<file path="src/rtl/pulse_capture_pkg.sv">
// Shared definitions for the pulse_capture block: FSM state encoding.
package pulse_capture_pkg;

  // Measurement FSM states (plain constants so older blocks can share them).
  localparam logic [1:0] ST_IDLE    = 2'd0;
  localparam logic [1:0] ST_ARM     = 2'd1;
  localparam logic [1:0] ST_MEASURE = 2'd2;

endpackage : pulse_capture_pkg

</file>
<file path="src/rtl/pulse_capture_sync_edge_detect.sv">
// Synchronizes an asynchronous pin and produces registered one-cycle rise/fall
// pulses. A transition on d_async shows up as a rise/fall pulse SYNC_STAGES+1
// clocks later. SYNC_STAGES must be at least 2.
module sync_edge_detect #(
  parameter int SYNC_STAGES = 2
) (
  input  logic clk,
  input  logic reset_n,
  input  logic d_async,
  output logic level,
  output logic rise,
  output logic fall
);

  logic [SYNC_STAGES-1:0] sync_q;
  logic                   prev_q;
  logic                   rise_q;
  logic                   fall_q;

  // Synchronizer chain, previous-level flop and registered edge pulses.
  // NOTE: sequential state uses non-blocking (<=) so every flop samples the
  // pre-edge value of its neighbours, regardless of statement order.
  always_ff @(posedge clk or negedge reset_n) begin
    if (!reset_n) begin
      sync_q <= '0;
      prev_q <= 1'b0;
      rise_q <= 1'b0;
      fall_q <= 1'b0;
    end else begin
      sync_q <= {sync_q[SYNC_STAGES-2:0], d_async};
      prev_q <= sync_q[SYNC_STAGES-1];
      rise_q <= sync_q[SYNC_STAGES-1] & ~prev_q;
      fall_q <= ~sync_q[SYNC_STAGES-1] & prev_q;
    end
  end

  assign level = sync_q[SYNC_STAGES-1];
  assign rise  = rise_q;
  assign fall  = fall_q;

endmodule : sync_edge_detect

</file>
<file path="src/rtl/pulse_capture.sv">
// Measures period (rise to rise) and high time (rise to first fall) of an
// external signal in clk cycles. Results are offered through a valid/ready
// hold register; a result that completes while an unread one is held is
// discarded and flagged with the sticky dropped bit.
module pulse_capture
  import pulse_capture_pkg::*;
#(
  parameter int WIDTH       = 16,
  parameter int SYNC_STAGES = 2
) (
  input  logic             clk,
  input  logic             reset_n,
  input  logic             enable,
  input  logic             sig_in,
  output logic [WIDTH-1:0] period,
  output logic [WIDTH-1:0] high_time,
  output logic             overflow,
  output logic             meas_valid,
  input  logic             meas_ready,
  output logic             dropped
);

  localparam logic [WIDTH-1:0] CNT_MAX = '1;
  localparam logic [WIDTH-1:0] CNT_ONE = WIDTH'(1);

  logic             rise;
  logic             fall;
  // Only edges matter for timing; the synchronized level is not consumed here.
  logic             level_unused;

  logic [1:0]       state_q, state_d;
  logic [WIDTH-1:0] cnt_q, cnt_d;
  logic [WIDTH-1:0] hi_cap_q, hi_cap_d;
  logic             hi_seen_q, hi_seen_d;

  logic             done;
  logic [WIDTH-1:0] done_period;
  logic [WIDTH-1:0] done_high;
  logic             done_ovf;

  logic [WIDTH-1:0] period_q;
  logic [WIDTH-1:0] high_time_q;
  logic             overflow_q;
  logic             valid_q;
  logic             dropped_q;

  sync_edge_detect #(
    .SYNC_STAGES(SYNC_STAGES)
  ) u_sync (
    .clk     (clk),
    .reset_n (reset_n),
    .d_async (sig_in),
    .level   (level_unused),
    .rise    (rise),
    .fall    (fall)
  );

  // Next-state logic for the FSM, saturating counter and high-time capture.
  // NOTE: every variable gets a default at the top so no path leaves one
  // unassigned, which would otherwise infer a latch.
  always_comb begin
    state_d     = state_q;
    cnt_d       = cnt_q;
    hi_cap_d    = hi_cap_q;
    hi_seen_d   = hi_seen_q;
    done        = 1'b0;
    done_period = cnt_q;
    done_high   = hi_cap_q;
    done_ovf    = 1'b0;

    if (!enable) begin
      // Abort: any partial measurement is dropped, the held result is kept.
      state_d = ST_IDLE;
    end else begin
      case (state_q)
        ST_IDLE: state_d = ST_ARM;

        ST_ARM: begin
          if (rise) begin
            cnt_d     = CNT_ONE;
            hi_cap_d  = '0;
            hi_seen_d = 1'b0;
            state_d   = ST_MEASURE;
          end
        end

        ST_MEASURE: begin
          if (rise) begin
            // A rise beats simultaneous saturation: normal result.
            done      = 1'b1;
            cnt_d     = CNT_ONE;
            hi_cap_d  = '0;
            hi_seen_d = 1'b0;
          end else begin
            if (fall && !hi_seen_q) begin
              hi_cap_d  = cnt_q;
              hi_seen_d = 1'b1;
            end
            if (cnt_q == CNT_MAX) begin
              done        = 1'b1;
              done_period = CNT_MAX;
              done_ovf    = 1'b1;
              state_d     = ST_ARM;
            end else begin
              cnt_d = cnt_q + CNT_ONE;
            end
          end
        end

        default: state_d = ST_IDLE;
      endcase
    end
  end

  // FSM and measurement registers.
  always_ff @(posedge clk or negedge reset_n) begin
    if (!reset_n) begin
      state_q   <= ST_IDLE;
      cnt_q     <= '0;
      hi_cap_q  <= '0;
      hi_seen_q <= 1'b0;
    end else begin
      state_q   <= state_d;
      cnt_q     <= cnt_d;
      hi_cap_q  <= hi_cap_d;
      hi_seen_q <= hi_seen_d;
    end
  end

  // Result hold register with valid/ready handshake and sticky drop flag.
  always_ff @(posedge clk or negedge reset_n) begin
    if (!reset_n) begin
      period_q    <= '0;
      high_time_q <= '0;
      overflow_q  <= 1'b0;
      valid_q     <= 1'b0;
      dropped_q   <= 1'b0;
    end else if (done) begin
      if (!valid_q || meas_ready) begin
        period_q    <= done_period;
        high_time_q <= done_high;
        overflow_q  <= done_ovf;
        valid_q     <= 1'b1;
      end else begin
        dropped_q <= 1'b1;
      end
    end else if (valid_q && meas_ready) begin
      valid_q   <= 1'b0;
      dropped_q <= 1'b0;
    end
  end

  assign period     = period_q;
  assign high_time  = high_time_q;
  assign overflow   = overflow_q;
  assign meas_valid = valid_q;
  assign dropped    = dropped_q;

endmodule : pulse_capture

</file>
<file path="config.mk">
export PLATFORM = sky130hd
export DESIGN_NAME = pulse_capture
export DESIGN_NICKNAME = d
export VERILOG_FILES = /design/src/rtl/pulse_capture_pkg.sv /design/src/rtl/pulse_capture_sync_edge_detect.sv /design/src/rtl/pulse_capture.sv
export SDC_FILE = /design/constraint.sdc
export NUM_CORES = 1
export LEC_CHECK = 0
export ABC_AREA = 1
export CAP_MARGIN = 10
export CORE_MARGIN = 4
export CORE_UTILIZATION = 40
export DETAILED_ROUTE_END_ITERATION = 10
export GPL_ROUTABILITY_DRIVEN = 0
export PLACE_DENSITY = 0.69
export SLEW_MARGIN = 20
export SYNTH_ARGS = -nofsm -noshare
export SYNTH_HDL_FRONTEND = slang
export SYNTH_HIERARCHICAL = 1
export SYNTH_SLANG_ARGS = --single-unit
export TNS_END_PERCENT = 20
</file>
<file path="constraint.sdc">
create_clock -name clk -period 2 [get_ports clk]
set_input_delay 0.6 -clock clk [delete_from_list [all_inputs] [get_ports clk]]
set_output_delay 0.6 -clock clk [all_outputs]
set_load 0.01 [all_outputs]
</file>
==> flow_metrics.env <==
export IMPL_synth_mux_area_frac=0
export IMPL_worst_ir_drop_vdd_mv=0.4501
export IMPL_wire_per_inst_um=12.98
export IMPL_slew_headroom=0.7006
export IMPL_rows=33
export IMPL_setup_tns_ps=0
export IMPL_p_total_mw=3.507
export IMPL_pwr_share_comb=0.147
export IMPL_p_seq_frac=0.503
export IMPL_diodes=0
export IMPL_intPower_mw=2.590
export IMPL_synth_xor_area_share=0.01027
export IMPL_drtIter0Drc=152
export IMPL_rsz0062_at_grt="no"
export IMPL_status="complete, no violations"
export IMPL_port_buffers=39
export IMPL_vias=2793
export IMPL_dp_cells=570
export IMPL_antenna_found_initial=0
export IMPL_start_util=0.4132
export IMPL_syn_inst=419
export IMPL_clock_root_buffer="clkbuf_8"
export IMPL_coreArea_mm2=0.008258
export IMPL_final_instance_count_excl_fill=586
export IMPL_crit_path_end_kind="output pin"
export IMPL_arrival_ps=1250
export IMPL_area_growth_syn_to_layout_pct=25.56
export IMPL_worst_setup_path_type="flop to output pin"
export IMPL_h_tree_depth=3
export IMPL_synth_warnings=6
export IMPL_overflow=0
export IMPL_dpl_cell_area_mm2=0.004066
export IMPL_fp_dieW_um=100.4
export IMPL_synth_compound_area_share=0.05904
export IMPL_leakagePower_nw=2.147
export IMPL_final_nets=482
export IMPL_crit_buf_inv=1
export IMPL_clockBufferDepth=2
export IMPL_cp_max_fo=3
export IMPL_post_route_period_util=0.9242
export IMPL_cts_setup_buffers=0
export IMPL_max_freq_mhz=541.0
export IMPL_yosys_register_bits=75
export IMPL_syn_area_per_cell_um2=8.143
export IMPL_fin_skew_ps=6.974
export IMPL_dp_hpwl_um=5382
export IMPL_synth_top_family_by_area="simple AND/OR/NAND/NOR gates"
export IMPL_p_sw_mw=0.9164
export IMPL_min_period_ps=1848
export IMPL_syn_area_mm2=0.003412
export IMPL_grt_util_all_layers=0.1691
export IMPL_drc=0
export IMPL_start_kind="flop"
export IMPL_yosys_area_share_simple=0.2956
export IMPL_synthAdderAreaFrac=0.003667
export IMPL_design_die_area_mm2=0.01007
export IMPL_die_h_um=100.4
export IMPL_switching_share=0.2613
export IMPL_final_cell_mix="nand2_1, dfrtp_1, inv_1"
export IMPL_clk_pin_slew_ps=70
export IMPL_clock_latency_ps=350
export IMPL_p_clk_frac=0.350
export IMPL_ys_seq_area_frac=0.5501
export IMPL_cts_made_buffers=9
export IMPL_p_per_area_mw_per_mm2=818.6
export IMPL_clock_sinks=75
export IMPL_grt_pass1_wl_um=13410
export IMPL_worst_path_dominant_cell_family="buffers and inverters"
export IMPL_cpMaxStageDelayCell="clkdlybuf4s50_1"
export IMPL_hold_class="primary input to async pin"
export IMPL_hold_violations=0
export IMPL_grt_pass1_vias=2795
export IMPL_slew_violations=0
export IMPL_synth_cell_types=29
export IMPL_hold_buffers=0
export IMPL_io_pins=40
export IMPL_drt_wl_total_um=7609
export IMPL_drt_vias_per_instance=4.766
export IMPL_setup_viol=0
export IMPL_worst_slew_pin_slew_ps=448.6
export IMPL_grt_max_degree=66
export IMPL_multi_input_area_mm2=0.001262
export IMPL_layout_drive_gt1_share=0.1081
export IMPL_layout_commonest_cell="nand2_1"
export IMPL_regArea_mm2=0.001877
export IMPL_critical_path_max_stage_delay_ps=540
export IMPL_first_pass_iters=4
export IMPL_fill_cells=822
export IMPL_cap_violations=0
export IMPL_syn_nets=425
export IMPL_path_cells="clkdlybuf4s50_1"
export IMPL_drtAntennaViolNets=0
export IMPL_final_area_mm2=0.004284
export IMPL_required_ps=1400
export IMPL_cts_tree="done"
## registers in the layout, summed over array words and instances, names as in the netlist
name	cells
meas_valid	1
period	16
state_q	2
u_sync/fall	1
u_sync/prev_q	1
u_sync/rise	1
dropped	1
high_time	16
cnt_q	16
done_high	16
u_sync/sync_q	2
hi_seen_q	1
overflow	1
## routing by layer
| layer | global-route usage | vias to the layer above | routed length, µm |
|---|---|---|---|
| met4 | 0.07565 | 0 | 156 |
| met2 | 0.2543 | 52 | 3480 |
| met3 | 0.03197 | 14 | 286 |
| met5 | 0 | - | 0 |
| li1 | - | 1416 | - |
| met1 | 0.2374 | 1311 | 3686 |
## power by group through the flow
stage | Sequential, mW | Clock [mW] | Combinational (mW)
4_1_cts | 1.76 | 1.26 | 0.522
6_report | 1.76 | 1.23 | 0.515
3_3_place_gp | 1.79 | 0 | 0.505
2_1_floorplan | 1.81 | 0 | 0.218
3_5_place_dp | 1.79 | 0 | 0.520
5_1_grt | 1.79 | 1.33 | 0.576
## what timing repair did
action / in CTS / in global routing
endpoints found under the setup margin: 0 / 9
resized for setup: 0 / 1
endpoints found under the hold margin: 0 / 0
## per-stage QoR
stage / hold WS, ps / setup slack, ps / util
detailed placement: 342.8 / -96.52 / 0.4924
global route: 126.6 / 15.84 / 0.5188
global placement: 336.5 / -1.125 / 0.4924
finish: 127.8 / 151.5 / 0.5188
floorplan: 304.4 / 306.8 / -
CTS: 115.1 / 123.2 / 0.5182
## synth_stat cells, drive strengths merged
library cell / n / area [µm²]
inv: 50 / 187.7
o21a: 1 / 7.510
nor2: 37 / 177.7
nand4: 6 / 37.54
dfrtp: 75 / 1877
o22ai: 12 / 75.07
nor3: 3 / 15.01
o21ai: 18 / 93.84
nor3b: 1 / 7.510
ha: 1 / 12.51
buf: 11 / 75.07
a21oi: 1 / 5.000
a22oi: 1 / 7.510
nand3: 29 / 145.1
o211ai: 1 / 12.51
clkbuf: 4 / 15.01
nand2: 164 / 625.6
xor2: 4 / 35.03
## cell families (layout without fill, tap and decap cells)
family | Yosys count | count (layout)
xor+xnor | 4 | 4
buf+inv | 65 | 127
simple gates | 240 | 240
compound gates | 34 | 34
flops | 75 | 75
fa+ha+maj | 1 | 1
## layout make-up
type,instances,area share
clock inverters,4,0.01110
repair buffers,61,0.1431
well taps,105,0.03067
multi-input cells,279,0.2947
inverters,50,0.04381
flip-flops and latches,75,0.4381
clock buffers,12,0.03855
## final timing paths
kind | end | startpoint | slack, ps | cells past startpoint
max | meas_valid | meas_valid$_DFFE_PN0P_ | 150 | 1
min | high_time[7]$_DFFE_PN0P_ | reset_n | 130 | 1
max reg2reg | cnt_q[11]$_DFFE_PN0P_ | cnt_q[1]$_DFFE_PN0P_ | 210 | 11
min reg2reg | u_sync/sync_q[1]$_DFF_PN0_ | u_sync/sync_q[0]$_DFF_PN0_ | 360 | 0
max in group asynchronous | period[13]$_DFFE_PN0P_ | reset_n | 1230 | 2
min in group clk | u_sync/sync_q[1]$_DFF_PN0_ | u_sync/sync_q[0]$_DFF_PN0_ | 360 | 0
Power figures use the tool's default switching activity.
